[src/rtl/fault_pkg.sv]
`default_nettype none
// ============================================================================
//  Module      : fault_pkg
//  Description : Shared definitions for the stuck-at line tester: FSM state
//                encoding and the pattern-count helper.
//  Revision    : 1.0  initial release
// ============================================================================
package fault_pkg;

    localparam logic [1:0] C_ST_IDLE  = 2'd0;
    localparam logic [1:0] C_ST_WAIT  = 2'd1;
    localparam logic [1:0] C_ST_CHECK = 2'd2;
    localparam logic [1:0] C_ST_DONE  = 2'd3;

    // all-0, all-1, WIDTH walking-1 and WIDTH walking-0 patterns
    function automatic int npat(input int width);
        return 2 * width + 2;
    endfunction

endpackage
`default_nettype wire

[src/rtl/fault_pattern_gen.sv]
`default_nettype none
// ============================================================================
//  Module      : fault_pattern_gen
//  Description : Combinational test-pattern lookup, index -> pattern.
//                idx 0 all-0, idx 1 all-1, idx 2..WIDTH+1 walking-1,
//                idx WIDTH+2..2*WIDTH+1 walking-0. Out-of-range -> all-0.
//  Ports       : i_idx     [IDX_W-1:0]  pattern index
//                o_pattern [WIDTH-1:0]  pattern value
//  Revision    : 1.0  initial release
// ============================================================================
module fault_pattern_gen #(
    parameter int WIDTH = 4,
    parameter int IDX_W = 4
) (
    input  logic [IDX_W-1:0] i_idx,
    output logic [WIDTH-1:0] o_pattern
);

    logic [WIDTH-1:0] w_walk1;
    logic [WIDTH-1:0] w_walk0;

    always_comb begin
        w_walk1 = '0;
        w_walk0 = '0;
        for (int i = 0; i < WIDTH; i++) begin
            w_walk1[i] = (int'(i_idx) == i + 2);
            w_walk0[i] = (int'(i_idx) == i + WIDTH + 2);
        end
    end

    always_comb begin
        if (i_idx == IDX_W'(1)) begin
            o_pattern = '1;
        end else if (|w_walk0) begin
            o_pattern = ~w_walk0;
        end else begin
            o_pattern = w_walk1;    // also covers idx 0 (all-0)
        end
    end

endmodule
`default_nettype wire

[src/rtl/stuck_fault_detector.sv]
`default_nettype none
// ============================================================================
//  Module      : stuck_fault_detector
//  Description : Drives a fixed sequence of test patterns onto a WIDTH-bit
//                line bus, holds each for SETTLE cycles, samples the returned
//                bus and accumulates sticky per-line stuck-at-0/1 flags.
//                Optional macro FAULT_COUNT_EN adds err_cnt, a saturating
//                count of CHECK cycles that saw any mismatch.
//  Ports       : clk, rst_n (async, active-low)
//                start, clear          run / flag-clear requests (IDLE only)
//                tp_in  [WIDTH-1:0]    returned line values
//                tp_out [WIDTH-1:0]    driven test pattern
//                busy, done            run status / end-of-run pulse
//                sa0, sa1 [WIDTH-1:0]  stuck-at-0 / stuck-at-1 flags
//                fault                 any flag set
//                err_cnt [7:0]         (FAULT_COUNT_EN only)
//  Revision    : 1.0  initial release
// ============================================================================
module stuck_fault_detector
    import fault_pkg::*;
#(
    parameter int WIDTH  = 4,
    parameter int SETTLE = 4
) (
    input  logic             clk,
    input  logic             rst_n,
    input  logic             start,
    input  logic             clear,
    input  logic [WIDTH-1:0] tp_in,
    output logic [WIDTH-1:0] tp_out,
    output logic             busy,
    output logic             done,
    output logic [WIDTH-1:0] sa0,
    output logic [WIDTH-1:0] sa1,
`ifdef FAULT_COUNT_EN
    output logic [7:0]       err_cnt,
`endif
    output logic             fault
);

    localparam int NPAT  = npat(WIDTH);
    localparam int IDX_W = $clog2(NPAT);
    localparam int CNT_W = $clog2(SETTLE) + 1;

    localparam logic [IDX_W-1:0] C_LAST_IDX = IDX_W'(NPAT - 1);
    localparam logic [CNT_W-1:0] C_CNT_LAST = CNT_W'(SETTLE - 1);

    logic [1:0]       r_state;
    logic [IDX_W-1:0] r_idx;
    logic [CNT_W-1:0] r_cnt;
    logic [WIDTH-1:0] r_tp_out;
    logic             r_busy;
    logic             r_done;
    logic [WIDTH-1:0] r_sa0;
    logic [WIDTH-1:0] r_sa1;
    logic [7:0]       r_err_cnt;

    logic [IDX_W-1:0] w_next_idx;
    logic [WIDTH-1:0] w_next_pat;
    logic [WIDTH-1:0] w_miss0;
    logic [WIDTH-1:0] w_miss1;
    logic             w_any_miss;

    assign w_next_idx = r_idx + IDX_W'(1);

    // r_tp_out always holds P(r_idx) during WAIT/CHECK, so the generator is
    // only needed for the pattern that follows.
    fault_pattern_gen #(
        .WIDTH (WIDTH),
        .IDX_W (IDX_W)
    ) u_pattern_gen (
        .i_idx     (w_next_idx),
        .o_pattern (w_next_pat)
    );

    assign w_miss0    = r_tp_out & ~tp_in;
    assign w_miss1    = ~r_tp_out & tp_in;
    assign w_any_miss = |(w_miss0 | w_miss1);

    always_ff @(posedge clk or negedge rst_n) begin
        if (!rst_n) begin
            r_state   <= C_ST_IDLE;
            r_idx     <= '0;
            r_cnt     <= '0;
            r_tp_out  <= '0;
            r_busy    <= 1'b0;
            r_done    <= 1'b0;
            r_sa0     <= '0;
            r_sa1     <= '0;
            r_err_cnt <= '0;
        end else begin
            case (r_state)
                C_ST_IDLE: begin
                    r_done <= 1'b0;
                    // start has priority; a run clears the flags itself
                    if (start) begin
                        r_tp_out  <= '0;    // pattern 0 is all-0
                        r_idx     <= '0;
                        r_cnt     <= '0;
                        r_sa0     <= '0;
                        r_sa1     <= '0;
                        r_err_cnt <= '0;
                        r_busy    <= 1'b1;
                        r_state   <= C_ST_WAIT;
                    end else if (clear) begin
                        r_sa0     <= '0;
                        r_sa1     <= '0;
                        r_err_cnt <= '0;
                    end
                end
                C_ST_WAIT: begin
                    r_cnt <= r_cnt + CNT_W'(1);
                    if (r_cnt == C_CNT_LAST) begin
                        r_state <= C_ST_CHECK;
                    end
                end
                C_ST_CHECK: begin
                    r_sa0 <= r_sa0 | w_miss0;
                    r_sa1 <= r_sa1 | w_miss1;
                    if (w_any_miss && (r_err_cnt != 8'hFF)) begin
                        r_err_cnt <= r_err_cnt + 8'd1;
                    end
                    if (r_idx != C_LAST_IDX) begin
                        r_idx    <= w_next_idx;
                        r_tp_out <= w_next_pat;
                        r_cnt    <= '0;
                        r_state  <= C_ST_WAIT;
                    end else begin
                        r_busy  <= 1'b0;
                        r_done  <= 1'b1;
                        r_state <= C_ST_DONE;
                    end
                end
                C_ST_DONE: begin
                    r_done   <= 1'b0;
                    r_tp_out <= '0;
                    r_state  <= C_ST_IDLE;
                end
                default: begin
                    r_state <= C_ST_IDLE;
                end
            endcase
        end
    end

    assign tp_out = r_tp_out;
    assign busy   = r_busy;
    assign done   = r_done;
    assign sa0    = r_sa0;
    assign sa1    = r_sa1;
    assign fault  = (|r_sa0) | (|r_sa1);

`ifdef FAULT_COUNT_EN
    assign err_cnt = r_err_cnt;
`else
    // counter is kept for uniform FSM code; without the port it has no load
    // and is removed by synthesis
    logic w_err_cnt_unused;
    assign w_err_cnt_unused = ^r_err_cnt;
`endif

endmodule
`default_nettype wire

[config.mk]
export PLATFORM = sky130hd
export DESIGN_NAME = stuck_fault_detector
export DESIGN_NICKNAME = d
export VERILOG_FILES = /design/src/rtl/fault_pkg.sv /design/src/rtl/fault_pattern_gen.sv /design/src/rtl/stuck_fault_detector.sv
export SDC_FILE = /design/constraint.sdc
export NUM_CORES = 1
export LEC_CHECK = 0
export CAP_MARGIN = 20
export CORE_UTILIZATION = 55
export CTS_BUF_LIST = sky130_fd_sc_hd__clkbuf_4 sky130_fd_sc_hd__clkbuf_8 sky130_fd_sc_hd__clkbuf_16
export DETAILED_ROUTE_END_ITERATION = 12
export GPL_TIMING_DRIVEN = 0
export PLACE_DENSITY = 0.81
export RECOVER_POWER = 100
export SYNTH_ARGS = -nofsm -noshare
export SYNTH_HDL_FRONTEND = slang
export SYNTH_SLANG_ARGS = --single-unit
[constraint.sdc]
create_clock -name clk -period 4.75 [get_ports clk]
set_input_delay 1.425 -clock clk [delete_from_list [all_inputs] [get_ports clk]]
set_output_delay 1.425 -clock clk [all_outputs]
set_load 0.01 [all_outputs]
; Word-level counts from Yosys, hierarchy flattened
; Index checks and enable logic that the tools add are counted.
; W data, S select, Z words.
[word_totals]
word_cells = 76
out_inout_bits = 15
reg_bits = 23
[classes]
addsub = 2
n_mux = 23
n_reduce_logical = 16
bitwise_logic = 8
eq_ne = 19
[op_table]
columns = cell, count
row1 = $mux W4, 7
row2 = $eq A4 B4 Y1 const B, 6
row3 = $pmux W4 S2, 3
row4 = $not A4 Y4, 3
row5 = $pmux W4 S3, 1
row6 = $reduce_and A3 Y1, 4
row7 = $reduce_or A4 Y1, 3
row8 = $pmux W3 S3, 1
row9 = $and A4 B4 Y4, 2
row10 = $eq A4 B3 Y1 const B, 2
row11 = $ne A2 B2 Y1 const B, 4
row12 = $or A4 B4 Y4, 2
row13 = $pmux W2 S4, 1
row14 = $mux W2, 3
row15 = $mux W3, 2
row16 = $reduce_and A2 Y1, 3
row17 = $reduce_bool A3 Y1, 2
row18 = $add A4 B1 Y4 const B, 1
row19 = $eq A2 B2 Y1 const B, 2
row20 = $eq A4 B1 Y1 const B, 1
row21 = $ne A4 B4 Y1 const B, 1
row22 = $pmux W1 S2, 2
row23 = $reduce_bool A2 Y1, 2
row24 = $add A3 B1 Y3 const B, 1
row25 = other kinds (7), 9

; Depth between registers and ports, before layout
[logic_depth]
depth_word = 7
ltp_mapped = 7
ltp_nobuf = 6

; Modules after synthesis
; From an unflattened synthesis, not the netlist that was laid out.
[hier_totals]
cells_unflattened = 123
hier_area_um2 = 1347.5
[modules_own_cells]
columns = module, cells_each, instances, seq_area_each_um2, area_per_inst_um2
row1 = stuck_fault_detector, 108, 1, 575.6, 1228.7
row2 = fault_pattern_gen, 15, 1, 0.0, 118.9

; Worst setup path after synthesis
; No wires, ideal clock.
[synth_timing]
path_kind = input to register
start = in start
end = reg r_cnt[1]
slack_ns = 2.534
arrival_ns = 2.134
t_required_ns = 4.667
path_stages = 5
path_cell_list = and2b_1 > buf_6 > a211oi_4 > nand3_1 > o21ai_0
[synth_via]
elab_chain_len = 2
[synth_rtl]
columns = element, line
row1 = start: declaration, stuck_fault_detector.sv:27  ; input logic start,
row2 = $ne A2 B2 Y1 (no source line), -
row3 = $reduce_and A3 Y1 (no source line), -
row4 = end signal: assignment, stuck_fault_detector.sv:112  ; r_cnt <= r_cnt + CNT_W'(1);
row5 = end: declaration, stuck_fault_detector.sv:50  ; logic [CNT_W-1:0] r_cnt;
; No other way between the ends.
; A chain may end at the register's enable or synchronous reset.

; Final worst setup path
[layout_timing]
start = in start
end = reg r_sa0[0] (netlist: sa0[0])
[layout_via]
elab_chain_len = 2
word_cells_on_any_way = 4
classes_between = eq/ne (1) / mux (2) / reduce/logical (1)
[layout_rtl]
columns = element, line
row1 = $mux W4 or $ne A3 B3 Y1 (tied branches), -
row2 = $pmux W4 S2 or $reduce_and A2 Y1 (tied branches), -
row3 = end signal: assignment, stuck_fault_detector.sv:118  ; r_sa0 <= r_sa0 | w_miss0;
row4 = end: declaration, stuck_fault_detector.sv:54  ; logic [WIDTH-1:0] r_sa0;
; Several ways; a longest one is shown, not always the timed one.

==> results.md <==
Drt:
- The number of DRC violations after detailed routing is 0.
- The mean routed wirelength per cell is 15.6 um.
- The aggregate routed wire length is 3.32 mm.
- Across all layers, the routed design uses 1291 vias.
- The number of nets still failing antenna checks after routing is 0.
- The total iterations of the first detailed-routing run is 5.
- In this run, the number of DRC markers left after iteration 0 of detailed routing was 18.
- The average via count per standard cell is 6.06.

Layout:
- The finished cells cover 1740 sq um.
- The number of nets in the finished design is 204.
- The area growth from synthesis to layout is 15.9%.
- The number of antenna diodes in the final layout is 0.
- The share of layout cells above drive strength 1 is 4.92%.
- The count of fill cells added during filler insertion is 217.
- The count of cells in the finished layout, fillers not included, comes to 213.

Clock tree:
- The cell chosen for the clock root is sky130_fd_sc_hd__clkbuf_4.
- The CTS tree is built.
- The number of clock buffers added by TritonCTS is 3.
- The number of instances resized during post-cts repair is 0.
- At the later pin of the worst-skew pair, clock insertion delay measures 0.32 ns.
- The number of buffers inserted by hold repair at cts is 0.
- The number of clock sinks seen by CTS is 23.
- The post-CTS setup buffer count is 0.
- The longest clock path from root to sink contains 2 buffers.
- The clock-pin slew reported for the worst setup and hold paths after clock tree synthesis is 0.14 ns.
- The depth of the CTS H-tree is 1.

Yosys:
- For this run, the number of Yosys warnings is 0.
- By area the synthesized netlist is led by sky130_fd_sc_hd__dfrtp_1, sky130_fd_sc_hd__ha_1, sky130_fd_sc_hd__o21ai_0.
- The most area-hungry cell type in the Yosys netlist is sky130_fd_sc_hd__dfrtp_1.
- The count of distinct cell types in the synthesized netlist is 37.
- The top cell type by area accounts for 38.4% of the synthesized area.
- The total nets after synthesis is 176.
- The number of synthesized flops with an enable pin is 0.
- Counting flops with an async set or reset pin after synthesis yields a share of 100%.
- The post-synthesis cell area is 1500 sq um.
- The mean cell area of the mapped netlist is 9.62 sq um.
- The most used flip-flop cell after synthesis is sky130_fd_sc_hd__dfrtp_1.
- The gate count of the mapped netlist is 156.
- The fraction of the yosys area taken by sequential cells is 38.4%.
- By count the netlist is led by sky130_fd_sc_hd__dfrtp_1, sky130_fd_sc_hd__o21ai_0, sky130_fd_sc_hd__ha_1.
- sky130_fd_sc_hd__dfrtp_1 is the most common cell in the netlist.
- The number of storage elements in the synthesis netlist is 23.

Die:
- The chip height is 54.2 um.
- From left edge to right edge, the die measures 54.2 um.
- The die covers 2940 sq um.
- The core region is 2520 sq um.
- The effective utilization at floorplan is 59.5%.
- The boundary pin count is 23.
- The number of cell rows is 18.

Timing:
- Setup repair after global routing left no endpoint under its margin.
- The maximum achievable frequency is 310 MHz.
- The number of max-slew violations in the final report was 0.
- The worst max-slew margin expressed relative to the limit is 29.6%.
- The number of failing hold endpoints at the final stage is 0.
- The clock arrives with 0.00392 ns of skew.
- The final critical-path required period is 3.23 ns.
- Setup violations remaining at the end of the flow were counted as 0.
- The post-route fraction of the period consumed by the critical path is 68.0%.
- The pin slew with the least headroom to its limit is 1.06 ns.
- Summed over all failing endpoints, the final setup total negative slack is 0 ns.

GRT:
- The global-route wire length before repair is 5.25 mm.
- Entering global routing, the biggest net connects 24 pins.
- The via count of the first global-routing pass was 1187.
- The remaining global-route overflow is 0.
- The number of antenna violations at the first check in global routing is 0.
- The aggregate global-route resource usage is 25.0%.

Placement:
- During placement, the flow inserted port buffers numbering 22.
- Routability-driven placement finished with a final weighted congestion of 0.885.
- Summed over all nets, the half-perimeter wirelength after detailed placement is 2.50 mm.
- Including well taps, the total number of placed cells is 208.
- After detailed placement, the total cell area comes to 1760 sq um.

Critical path:
- Along the worst path, the maximum fanout reaches 9.
- The worst stage delay on the critical path is 0.60 ns.
- For the worst setup path, the data required time is 5.02 ns.
- The setup path with the least slack is of type in2reg.
- The type of element capturing the critical path is a flop.
- STA classifies the critical path startpoint as an input port.
- The startpoint of the most critical register-to-register path is r_state[1].
- The source of the critical timing path is start.
- On the critical path, the stage with the largest delay is an instance of sky130_fd_sc_hd__dlygate4sd3_1.
- Data on the critical path arrives at its endpoint at 3.50 ns.
- The cell that appears most often on the critical path is sky130_fd_sc_hd__nand2b_1.
- Traced cell by cell, the critical path runs through dlygate4sd3_1, nand2b_1, o22ai_1, nand2b_1, clkbuf_1, o21a_1.

Flow run:
- The reported max-cap violation count is 0.

Min path:
- The type of the worst min-delay path is reg2reg.
- The source of the worst hold timing path is done.

Power:
- For this design the static power due to leakage is 0.759 nW.
- IR analysis of the VDD net gives a maximum drop of 0.419 mV.
- The power density over cell area is 599 nW/um^2.

Outcome:
- The run finished with clean final reports.
[where the power goes]
| group | switching [mW] | leakage, nW | total, mW | internal, mW |
|---|---|---|---|---|
| combinational | 0.339 | 0.445 | 0.607 | 0.269 |
| sequential | 0.0726 | 0.300 | 0.337 | 0.264 |
| clock | 0.0652 | 0.0139 | 0.0974 | 0.0322 |
[worst max-delay path, delay by kind of cell]
kind	cells	cell delay, ns
buf+inv	2	0.90
compound gates	2	0.74
simple gates	2	0.43
[cells in the final DEF, fill, tap and decap left out, drive strengths merged, types with 2 or more instances in the layout]
| cell type | count |
|---|---|
| o21bai | 2 |
| o21a | 10 |
| nand2 | 6 |
| nor3b | 11 |
| a21oi | 8 |
| ha | 12 |
| o22ai | 3 |
| a32oi | 3 |
| dlygate4sd3 | 17 |
| o21ai | 20 |
| clkbuf | 7 |
| nand3b | 2 |
| nor2 | 5 |
| a31oi | 6 |
| dfrtp | 23 |
| buf | 4 |
| inv | 9 |
| nor4 | 2 |
| a22oi | 2 |
| nand2b | 9 |
| nand3 | 5 |
| clkdlybuf4s50 | 5 |
[flip-flops by register name, indices dropped and copies added, names as in the netlist]
name,flops
tp_out,4
sa0,4
sa1,4
done,1
r_cnt,3
r_idx,4
busy,1
r_state,2
[final timing paths]
| check | endpoint | slack [ns] | cells past startpoint |
|---|---|---|---|
| worst min register to register | done | 0.52 | 2 |
| max in group asynchronous | r_state[1] | 2.21 | 2 |
| min in group asynchronous | r_cnt[2] | 1.34 | 1 |
| worst max-delay path | sa0[0] | 1.52 | 6 |
| worst min-delay path | done | 0.52 | 2 |
| worst max register to register | sa0[0] | 2.42 | 7 |
[routing by layer]
layer	global-route usage, %	vias up	wire length, um	share of wire, %
met1	32.4	634	1490	45
li1	-	627	-	-
met3	3.61	2	112	3.4
met5	0	-	0	0
met2	41.9	28	1700	51
met4	9.40	0	15	0.45
[metrics by stage]
| step | util (%) | total power [mW] | hold slack [ns] | setup slack (ns) |
|---|---|---|---|---|
| 6_report | 68.9 | 1.04 | 0.519 | 1.52 |
| 3_3_place_gp | 69.7 | 0.985 | 0.493 | 1.86 |
| 4_1_cts | 70.9 | 1.11 | 0.536 | 1.71 |
| 5_1_grt | 68.9 | 1.13 | 0.545 | 1.33 |
| 2_1_floorplan | - | 0.791 | 0.500 | 2.53 |
| 3_5_place_dp | 69.7 | 1.01 | 0.506 | 1.78 |
[cell families after synthesis]
family / Yosys count / synth area share (%)
compound gates: 58 / 26.1
xor+xnor: 1 / 0.584
fa+ha+maj: 12 / 10.0
buf+inv: 16 / 5.59
flops: 23 / 38.4
mux: 1 / 0.667
simple gates: 45 / 18.7
[cell type report]
type / instances / area [sq um] / share of cell area [%]
plain buffers: 7 / 35.0 / 2.01
multi-input cells: 117 / 803 / 46.2
clock buffers: 3 / 22.5 / 1.29
inverters: 9 / 33.8 / 1.94
well taps: 30 / 37.5 / 2.16
repair buffers: 23 / 224 / 12.9
flip-flops and latches: 23 / 576 / 33.1
clock inverters: 1 / 7.51 / 0.432
Note: power is estimated with default switching activity, not from simulation.
